### src/rtl/bus_arbiter_if.sv
// Bus bundle between the two requesting masters (CPU, DMA), the arbiter and the
// single-port memory. The slave modport is the arbiter's view; master is the outside world.
interface bus_arbiter_if #(
  parameter int ADDR_W = 16,
  parameter int DATA_W = 16
);
  logic              cpu_req;
  logic              cpu_we;
  logic [ADDR_W-1:0] cpu_addr;
  logic [DATA_W-1:0] cpu_wdata;
  logic              cpu_byte_en;
  logic              cpu_byte_sel;
  logic [DATA_W-1:0] cpu_rdata;
  logic              cpu_rvalid;
  logic              cpu_wait;

  logic              dma_req;
  logic              dma_we;
  logic [ADDR_W-1:0] dma_addr;
  logic [DATA_W-1:0] dma_wdata;
  logic              dma_gnt;
  logic [DATA_W-1:0] dma_rdata;
  logic              dma_rvalid;

  logic              mem_en;
  logic              mem_we;
  logic [ADDR_W-1:0] mem_addr;
  logic [DATA_W-1:0] mem_wdata;
  logic              mem_byte_enable;
  logic              mem_byte_select;
  logic [DATA_W-1:0] mem_rdata;
  logic              mem_wait;

  modport slave (
    input  cpu_req, cpu_we, cpu_addr, cpu_wdata, cpu_byte_en, cpu_byte_sel,
    output cpu_rdata, cpu_rvalid, cpu_wait,
    input  dma_req, dma_we, dma_addr, dma_wdata,
    output dma_gnt, dma_rdata, dma_rvalid,
    output mem_en, mem_we, mem_addr, mem_wdata, mem_byte_enable, mem_byte_select,
    input  mem_rdata, mem_wait
  );

  modport master (
    output cpu_req, cpu_we, cpu_addr, cpu_wdata, cpu_byte_en, cpu_byte_sel,
    input  cpu_rdata, cpu_rvalid, cpu_wait,
    output dma_req, dma_we, dma_addr, dma_wdata,
    input  dma_gnt, dma_rdata, dma_rvalid,
    input  mem_en, mem_we, mem_addr, mem_wdata, mem_byte_enable, mem_byte_select,
    output mem_rdata, mem_wait
  );
endinterface

### src/rtl/bus_arbiter.sv
// CPU/DMA arbiter for the single-port memory: CPU-priority with a starvation-forced
// DMA slot, grant hold while the memory stalls, and read-data routing to the issuer.
module bus_arbiter #(
  parameter int ADDR_W       = 16,
  parameter int DATA_W       = 16,
  parameter int STARVE_LIMIT = 8
) (
  input  logic         clk,
  input  logic         rst,
  bus_arbiter_if.slave bus
);

  localparam logic [7:0] LIMIT = 8'(STARVE_LIMIT);

  typedef enum logic [1:0] {OWN_NONE, OWN_CPU, OWN_DMA} owner_e;

  typedef struct packed {
    logic              en;
    logic              we;
    logic [ADDR_W-1:0] addr;
    logic [DATA_W-1:0] wdata;
    logic              byte_en;
    logic              byte_sel;
  } mem_cmd_t;

  logic [7:0] starve_cnt;
  owner_e     rd_owner;
  mem_cmd_t   held_cmd;
  mem_cmd_t   live_cmd;
  mem_cmd_t   out_cmd;
  logic       cpu_win;
  logic       dma_win;

  // DMA takes the slot when it is alone or has been denied long enough.
  always_comb begin
    // NOTE: every signal assigned in a combinational block gets a default first,
    // so no path through the block can infer a latch.
    cpu_win = 1'b0;
    dma_win = 1'b0;
    if (!bus.mem_wait) begin
      if (bus.dma_req && (!bus.cpu_req || starve_cnt >= LIMIT)) begin
        dma_win = 1'b1;
      end else if (bus.cpu_req) begin
        cpu_win = 1'b1;
      end
    end
  end

  always_comb begin
    live_cmd = '0;
    if (cpu_win) begin
      live_cmd.en       = 1'b1;
      live_cmd.we       = bus.cpu_we;
      live_cmd.addr     = bus.cpu_addr;
      live_cmd.wdata    = bus.cpu_wdata;
      live_cmd.byte_en  = bus.cpu_byte_en;
      live_cmd.byte_sel = bus.cpu_byte_sel;
    end else if (dma_win) begin
      live_cmd.en       = 1'b1;
      live_cmd.we       = bus.dma_we;
      live_cmd.addr     = bus.dma_addr;
      live_cmd.wdata    = bus.dma_wdata;
    end
  end

  // A stalled memory keeps seeing the access it was handed last cycle.
  assign out_cmd = bus.mem_wait ? held_cmd : live_cmd;

  // Reset is synchronous, so the outputs are forced low while rst is high too;
  // otherwise they would reflect stale state during the reset cycle itself.
  always_comb begin
    bus.mem_en          = 1'b0;
    bus.mem_we          = 1'b0;
    bus.mem_addr        = '0;
    bus.mem_wdata       = '0;
    bus.mem_byte_enable = 1'b0;
    bus.mem_byte_select = 1'b0;
    bus.cpu_wait        = 1'b0;
    bus.cpu_rvalid      = 1'b0;
    bus.cpu_rdata       = '0;
    bus.dma_gnt         = 1'b0;
    bus.dma_rvalid      = 1'b0;
    bus.dma_rdata       = '0;
    if (!rst) begin
      bus.mem_en          = out_cmd.en;
      bus.mem_we          = out_cmd.we;
      bus.mem_addr        = out_cmd.addr;
      bus.mem_wdata       = out_cmd.wdata;
      bus.mem_byte_enable = out_cmd.byte_en;
      bus.mem_byte_select = out_cmd.byte_sel;
      bus.cpu_wait        = bus.cpu_req && !cpu_win;
      bus.dma_gnt         = dma_win;
      bus.cpu_rvalid      = (rd_owner == OWN_CPU);
      bus.dma_rvalid      = (rd_owner == OWN_DMA);
      if (rd_owner == OWN_CPU) bus.cpu_rdata = bus.mem_rdata;
      if (rd_owner == OWN_DMA) bus.dma_rdata = bus.mem_rdata;
    end
  end

  always_ff @(posedge clk) begin
    // NOTE: state is updated with non-blocking assignments so every register
    // samples the pre-edge values, independent of statement order.
    if (rst) begin
      starve_cnt <= '0;
      rd_owner   <= OWN_NONE;
      held_cmd   <= '0;
    end else begin
      if (!bus.dma_req || dma_win) begin
        starve_cnt <= '0;
      end else if (!bus.mem_wait && starve_cnt != 8'hFF) begin
        starve_cnt <= starve_cnt + 8'd1;
      end

      if (!bus.mem_wait) begin
        held_cmd <= live_cmd;
        if (cpu_win && !bus.cpu_we) begin
          rd_owner <= OWN_CPU;
        end else if (dma_win && !bus.dma_we) begin
          rd_owner <= OWN_DMA;
        end else begin
          rd_owner <= OWN_NONE;
        end
      end
    end
  end

endmodule

### src/flat_wrapper.sv
// flat-port wrapper written by rule: the top's interface ports become plain ports
module bus_arbiter_flat 
#(
  parameter int ADDR_W       = 16,
  parameter int DATA_W       = 16,
  parameter int STARVE_LIMIT = 8
)
  (clk, rst, bus_cpu_req, bus_cpu_we, bus_cpu_addr, bus_cpu_wdata, bus_cpu_byte_en, bus_cpu_byte_sel, bus_cpu_rdata, bus_cpu_rvalid, bus_cpu_wait, bus_dma_req, bus_dma_we, bus_dma_addr, bus_dma_wdata, bus_dma_gnt, bus_dma_rdata, bus_dma_rvalid, bus_mem_en, bus_mem_we, bus_mem_addr, bus_mem_wdata, bus_mem_byte_enable, bus_mem_byte_select, bus_mem_rdata, bus_mem_wait);
  bus_arbiter_if #(.ADDR_W(ADDR_W), .DATA_W(DATA_W)) bus_i ();
  input  logic clk;
  input  logic rst;
  input wire logic [$bits(bus_i.cpu_req)-1:0] bus_cpu_req;
  input wire logic [$bits(bus_i.cpu_we)-1:0] bus_cpu_we;
  input wire logic [$bits(bus_i.cpu_addr)-1:0] bus_cpu_addr;
  input wire logic [$bits(bus_i.cpu_wdata)-1:0] bus_cpu_wdata;
  input wire logic [$bits(bus_i.cpu_byte_en)-1:0] bus_cpu_byte_en;
  input wire logic [$bits(bus_i.cpu_byte_sel)-1:0] bus_cpu_byte_sel;
  output wire logic [$bits(bus_i.cpu_rdata)-1:0] bus_cpu_rdata;
  output wire logic [$bits(bus_i.cpu_rvalid)-1:0] bus_cpu_rvalid;
  output wire logic [$bits(bus_i.cpu_wait)-1:0] bus_cpu_wait;
  input wire logic [$bits(bus_i.dma_req)-1:0] bus_dma_req;
  input wire logic [$bits(bus_i.dma_we)-1:0] bus_dma_we;
  input wire logic [$bits(bus_i.dma_addr)-1:0] bus_dma_addr;
  input wire logic [$bits(bus_i.dma_wdata)-1:0] bus_dma_wdata;
  output wire logic [$bits(bus_i.dma_gnt)-1:0] bus_dma_gnt;
  output wire logic [$bits(bus_i.dma_rdata)-1:0] bus_dma_rdata;
  output wire logic [$bits(bus_i.dma_rvalid)-1:0] bus_dma_rvalid;
  output wire logic [$bits(bus_i.mem_en)-1:0] bus_mem_en;
  output wire logic [$bits(bus_i.mem_we)-1:0] bus_mem_we;
  output wire logic [$bits(bus_i.mem_addr)-1:0] bus_mem_addr;
  output wire logic [$bits(bus_i.mem_wdata)-1:0] bus_mem_wdata;
  output wire logic [$bits(bus_i.mem_byte_enable)-1:0] bus_mem_byte_enable;
  output wire logic [$bits(bus_i.mem_byte_select)-1:0] bus_mem_byte_select;
  input wire logic [$bits(bus_i.mem_rdata)-1:0] bus_mem_rdata;
  input wire logic [$bits(bus_i.mem_wait)-1:0] bus_mem_wait;
  assign bus_i.cpu_req = bus_cpu_req;
  assign bus_i.cpu_we = bus_cpu_we;
  assign bus_i.cpu_addr = bus_cpu_addr;
  assign bus_i.cpu_wdata = bus_cpu_wdata;
  assign bus_i.cpu_byte_en = bus_cpu_byte_en;
  assign bus_i.cpu_byte_sel = bus_cpu_byte_sel;
  assign bus_cpu_rdata = bus_i.cpu_rdata;
  assign bus_cpu_rvalid = bus_i.cpu_rvalid;
  assign bus_cpu_wait = bus_i.cpu_wait;
  assign bus_i.dma_req = bus_dma_req;
  assign bus_i.dma_we = bus_dma_we;
  assign bus_i.dma_addr = bus_dma_addr;
  assign bus_i.dma_wdata = bus_dma_wdata;
  assign bus_dma_gnt = bus_i.dma_gnt;
  assign bus_dma_rdata = bus_i.dma_rdata;
  assign bus_dma_rvalid = bus_i.dma_rvalid;
  assign bus_mem_en = bus_i.mem_en;
  assign bus_mem_we = bus_i.mem_we;
  assign bus_mem_addr = bus_i.mem_addr;
  assign bus_mem_wdata = bus_i.mem_wdata;
  assign bus_mem_byte_enable = bus_i.mem_byte_enable;
  assign bus_mem_byte_select = bus_i.mem_byte_select;
  assign bus_i.mem_rdata = bus_mem_rdata;
  assign bus_i.mem_wait = bus_mem_wait;
  bus_arbiter #(.ADDR_W(ADDR_W), .DATA_W(DATA_W), .STARVE_LIMIT(STARVE_LIMIT)) u_core (.clk(clk), .rst(rst), .bus(bus_i));
endmodule
### config.mk
export PLATFORM = sky130hd
export DESIGN_NAME = bus_arbiter_flat
export DESIGN_NICKNAME = d
export VERILOG_FILES = /design/src/rtl/bus_arbiter_if.sv /design/src/rtl/bus_arbiter.sv /design/src/flat_wrapper.sv
export SDC_FILE = /design/constraint.sdc
export NUM_CORES = 1
export LEC_CHECK = 0
export ABC_AREA = 1
export BUFFER_PORTS_ARGS = -buffer_cell sky130_fd_sc_hd__buf_2
export CORE_UTILIZATION = 45
export DETAILED_ROUTE_END_ITERATION = 7
export PLACE_DENSITY = 0.85
export RECOVER_POWER = 100
export SETUP_SLACK_MARGIN = 0.4
export SLEW_MARGIN = 20
export SYNTH_ARGS = -nofsm -noshare
export SYNTH_HDL_FRONTEND = slang
export SYNTH_SLANG_ARGS = --single-unit
### constraint.sdc
create_clock -name clk -period 2.9 [get_ports clk]
set_clock_uncertainty 0.1 [all_clocks]
set_input_delay 0.435 -clock clk [delete_from_list [all_inputs] [get_ports clk]]
set_output_delay 0.435 -clock clk [all_outputs]
set_load 0.005 [all_outputs]
After elaboration in Yosys (flattened, before gate mapping)
Cells that the tools add are included.
{"block": "totals", "ff_bits": 46, "input_bits": 89, "output_inout_bits": 72, "word_cells": 52}
{"block": "op_classes", "addsub": 1, "order_cmp": 1, "eq_ne": 3, "n_mux": 25, "n_reduce_logical": 14}
{"op": "$mux W16", "n": 6}
{"op": "$mux W34", "n": 2}
{"op": "$mux W36", "n": 1}
{"op": "$mux W1", "n": 13}
{"op": "$add A8 B1 Y8 const B", "n": 1}
{"op": "$ge A8 B4 Y1 const B", "n": 1}
{"op": "$ne A8 B8 Y1 const B", "n": 1}
{"op": "$logic_not A1 Y1", "n": 6}
{"op": "$mux W2", "n": 3}
{"op": "$logic_and A1 B1 Y1", "n": 5}
{"op": "$eq A2 B1 Y1 const B", "n": 1}
{"op": "$eq A2 B2 Y1 const B", "n": 1}
{"op": "$logic_or A1 B1 Y1", "n": 2}
{"op": "$reduce_or A2 Y1", "n": 1}

Logic depth before layout (Yosys ltp)
{"block": "logic_depth", "word_depth": 9, "ltp_mapped": 8, "ltp_nobuf": 7}

Worst setup path after synthesis
No wires, ideal clock.
{"block": "synth_path", "path_type": "in2out", "startpoint": "input port rst", "endpoint": "output port bus_cpu_rdata[10]", "arrival_ns": 1.253, "required_ns": 2.365, "path_slack_ns": 1.112, "stages": 7, "path_buffers": 2, "cell_sequence": "buf_2 -> inv_2 -> nand2_1 -> nor2_2 -> inv_2 -> buf_2 -> nor2_1"}
{"block": "synth_between", "elab_chain_cells": 1}
{"item": "start: declaration", "line": "flat_wrapper.sv:11", "source": "input logic rst;"}
{"item": "$mux W16", "line": "bus_arbiter.sv:84", "source": "if (!rst) begin"}
{"item": "end: declaration", "line": "flat_wrapper.sv:18", "source": "output wire logic [$bits(bus_i.cpu_rdata)-1:0] bus_cpu_rdata;"}
Every way passes these cells.

Final worst setup path
{"block": "layout_path", "startpoint": "register u_core.starve_cnt[6]", "endpoint": "output port bus_mem_addr[5]"}
{"block": "layout_between", "elab_chain_cells": 9, "elab_cells_between_ends": 11, "cone_classes": "order compare: 1; mux: 8; reduce/logical: 2"}
{"item": "start: declaration", "line": "bus_arbiter.sv:26", "source": "logic [7:0] starve_cnt;"}
{"item": "start signal: assignment", "line": "bus_arbiter.sv:111", "source": "starve_cnt <= starve_cnt + 8'd1;"}
{"item": "$ge A8 B4 Y1 *", "line": "bus_arbiter.sv:41", "source": "if (bus.dma_req && (!bus.cpu_req || starve_cnt >= LIMIT)) begin"}
{"item": "$logic_or A1 B1 Y1 *", "line": "bus_arbiter.sv:41"}
{"item": "$logic_and A1 B1 Y1 *", "line": "bus_arbiter.sv:41"}
{"item": "$mux W1", "line": "bus_arbiter.sv:41"}
{"item": "$mux W1", "line": "bus_arbiter.sv:40", "source": "if (!bus.mem_wait) begin"}
{"item": "$mux W34", "line": "bus_arbiter.sv:58", "source": "end else if (dma_win) begin"}
{"item": "$mux W34 *", "line": "bus_arbiter.sv:51", "source": "if (cpu_win) begin"}
{"item": "$mux W36 *", "line": "bus_arbiter.sv:67", "source": "assign out_cmd = bus.mem_wait ? held_cmd : live_cmd;"}
{"item": "$mux W16 *", "line": "bus_arbiter.sv:84"}
{"item": "end: declaration", "line": "flat_wrapper.sv:30", "source": "output wire logic [$bits(bus_i.mem_addr)-1:0] bus_mem_addr;"}
Every way passes the cells marked *; elsewhere a longest branch is shown, timed or not.

==> flow_summary.json <==
{
  "ff2ff_setup_slack_ns": 1.00,
  "nNetsFinal": 670,
  "synthCells": 432,
  "worst_setup_path_start_kind": "register",
  "powerDensity_nw_per_um2": 374.5,
  "clk_latency_ns": 0.29,
  "drt-total-wl_microns": 8306,
  "cts-root-buf": "clkbuf_8",
  "synth_nets": 523,
  "worst_slack_ns": 0.4403,
  "core_sq_um": 6314,
  "min_path_type": "primary input to register",
  "io_buffers": 160,
  "cp_max_fo": 36,
  "grt.overflow.total": 0,
  "cts_buffers": 5,
  "finalSetupViolations": 0,
  "rr_worst_depth": 6,
  "reg2reg_to": "u_core.starve_cnt[6]",
  "dp_hpwl_microns": 6122,
  "synth_compound_area_share_pct": 19.73,
  "max_cap_violations": 0,
  "first_iter_violations": 139,
  "start_util_pct": 46.31,
  "ant_nets": 0,
  "ys_warn_count": 0,
  "synth-edff-count": 0,
  "fp.dieH_microns": 82.61,
  "synthToLayoutAreaGrowth_pct": 23.45,
  "antenna_found_initial": 0,
  "synth_xor_xnor_area_share_pct": 0.2995,
  "vias": 3290,
  "vias_per_cell": 5.015,
  "synth_fa_ha_area_share_pct": 0.8558,
  "worstSetupPathType": "register to output pin",
  "synthSimpleGateAreaFrac_pct": 33.46,
  "slowest_stage": "dfxtp_1",
  "finalHoldViolations": 0,
  "layout-drive-gt1-share_pct": 25.91,
  "fin_util_pct": 57.17,
  "fin_area_sq_um": 3610,
  "yosysTopAreaCellShare_pct": 31.49,
  "required_ns": 2.37,
  "dp.cells": 649,
  "grt_max_degree": 42,
  "cts_max_level": 2,
  "use_met3_pct": 3.846,
  "yosys.area.top_type": "dfxtp_1",
  "place_area_sq_um": 3716,
  "critPathMaxStageDelay_ns": 0.34,
  "p_leak_nw": 1.835,
  "clk_path_buf_depth": 2,
  "relSlewSlack_pct": 64.22,
  "busiest_layer": "met2",
  "fin_crit_ns": 2.460,
  "place_congestion": 0.8452,
  "finalMaxSlewViolations": 0,
  "path_cells": "nor2_1 > nand3_4 > nand2_8 > nand3_1 > a21oi_1 > clkbuf_1",
  "ys_async_sr_fraction_pct": 0,
  "grt_pass1_vias": 2832,
  "cts.clk_slew.worst_paths_ns": 0.08,
  "grt_use_met1_pct": 23.94,
  "synth_top_family_by_area": "simple AND/OR/NAND/NOR gates",
  "hold_slack_ns": 0.3072,
  "cts.sinks": 46,
  "synth_area_leaders": "dfxtp_1, a21oi_1, nand3_2",
  "firstDrtPassIters": 5,
  "status": "complete, no violations",
  "finalCritPeriodShare_pct": 84.82,
  "post_synth.cell_area_avg_sq_um": 6.769,
  "placement_rows": 29,
  "critPathCaptureType": "output pin",
  "post_cts_buffers": 0,
  "cts_tree": "done",
  "grt_pass1_wl_microns": 12100,
  "tightest_slew_ns": 0.5353,
  "finalPower_mw": 1.352,
  "cts_resized": 0,
  "synth_seq_area_share_pct": 31.49,
  "synth-seq-cells": 46,
  "reg2reg_from": "u_core.starve_cnt[6]",
  "dieArea_sq_um": 6824,
  "vdd_drop_max_v": 0.0002135,
  "cts_hold_buf": 0,
  "setup_tns_ns": 0,
  "synth_cell_types": 26,
  "critical_path_arrival_ns": 1.92,
  "ios": 161,
  "startpoint": "u_core.starve_cnt[6]",
  "syn_area_sq_um": 2924,
  "grt_usage_pct": 22.92,
  "dieWidth_microns": 82.61,
  "endpoint": "bus_mem_addr[5]",
  "fmaxAchievable_mhz": 406.6,
  "synthMuxAreaShare_pct": 0,
  "wire_per_inst_microns": 12.66,
  "fin_cells": 656,
  "n_antenna_cell": 0,
  "synth_ff_type": "dfxtp_1",
  "pre_cts_ws_ns": 0.6257,
  "use_met2_pct": 46.53,
  "drc": 0,
  "rsz0062_at_grt": "yes"
}
[kinds of logic (layout without fill, tap and decap cells)]
kind of cell,after synthesis,count (layout)
compound gates,115,115
flops,46,46
xor+xnor,1,1
buf+inv,92,239
fa+ha+maj,2,2
simple gates,176,176
[worst max-delay path, delay by kind of cell, from the launching register on]
family	cells	cell delay, ns
flops	1	0.34
buf+inv	1	0.15
compound gates	1	0.24
simple gates	4	0.90
[cell type report]
cell class              instances  area (sq um)
well taps                      77         96.34
fillers                       658          2704
inverters                      65         244.0
clock buffers                   5         68.82
clock inverters                 2         10.01
multi-input cells             294          1464
repair buffers                167         805.8
flip-flops and latches         46         920.9
[how the worst min path moves through the flow]
| stage | startpoint | to | slack (ns) | depth (start not counted) |
|---|---|---|---|---|
| 2_1_floorplan | u_core.starve_cnt[4] | u_core.starve_cnt[4] | 0.35 | 2 |
| 3_3_place_gp | u_core.held_cmd[1] | u_core.held_cmd[1] | 0.36 | 2 |
| 3_5_place_dp | u_core.held_cmd[1] | u_core.held_cmd[1] | 0.37 | 2 |
| 4_1_cts | bus_dma_we | u_core.rd_owner[1] | 0.29 | 4 |
| 5_1_grt | bus_cpu_wdata[3] | u_core.held_cmd[5] | 0.31 | 3 |
| 6_report | bus_dma_we | u_core.rd_owner[1] | 0.31 | 4 |
[routing by layer]
metal  wire [microns]  share of wire [%]  vias up
met5                0                  0        -
met1             3391                 41     1451
met4               64               0.77        0
met2             4266                 51      127
li1                 -                  -     1706
met3              584                7.0        6
[flip-flops by register name, summed over array words and instances (netlist names)]
register,flops
u_core.rd_owner,2
u_core.starve_cnt,8
u_core.held_cmd,36
[layout by cell type (no fill, tap or decap), drive strengths merged]
cell type and count:
clkbuf 64, a21oi 81, or2 1, nand2 50, inv 65, nand3 78
ha 2, dfxtp 46, xor2 1, o22ai 1, o21ai 33, nand4 2
clkinv 2, nand3b 2, nor2 43, buf 108
[power by group]
part	switching [mW]	leakage (nW)	internal [mW]	total, mW
clock network	0.210	0.0438	0.162	0.372
logic	0.184	1.41	0.122	0.306
registers	0.00861	0.378	0.664	0.673
[Yosys cell counts, types with 2 or more instances]
cell type	count
buf_1	4
clkbuf_1	5
buf_2	10
inv_2	13
nor2_4	2
inv_1	52
dfxtp_1	46
nand2_1	49
nor2_2	3
buf_8	3
nand4_1	2
ha_1	2
a21oi_1	81
nor2_1	38
nand3_2	30
nand3_1	47
buf_4	4
o21ai_0	33
Power figures use the tool's default switching activity.
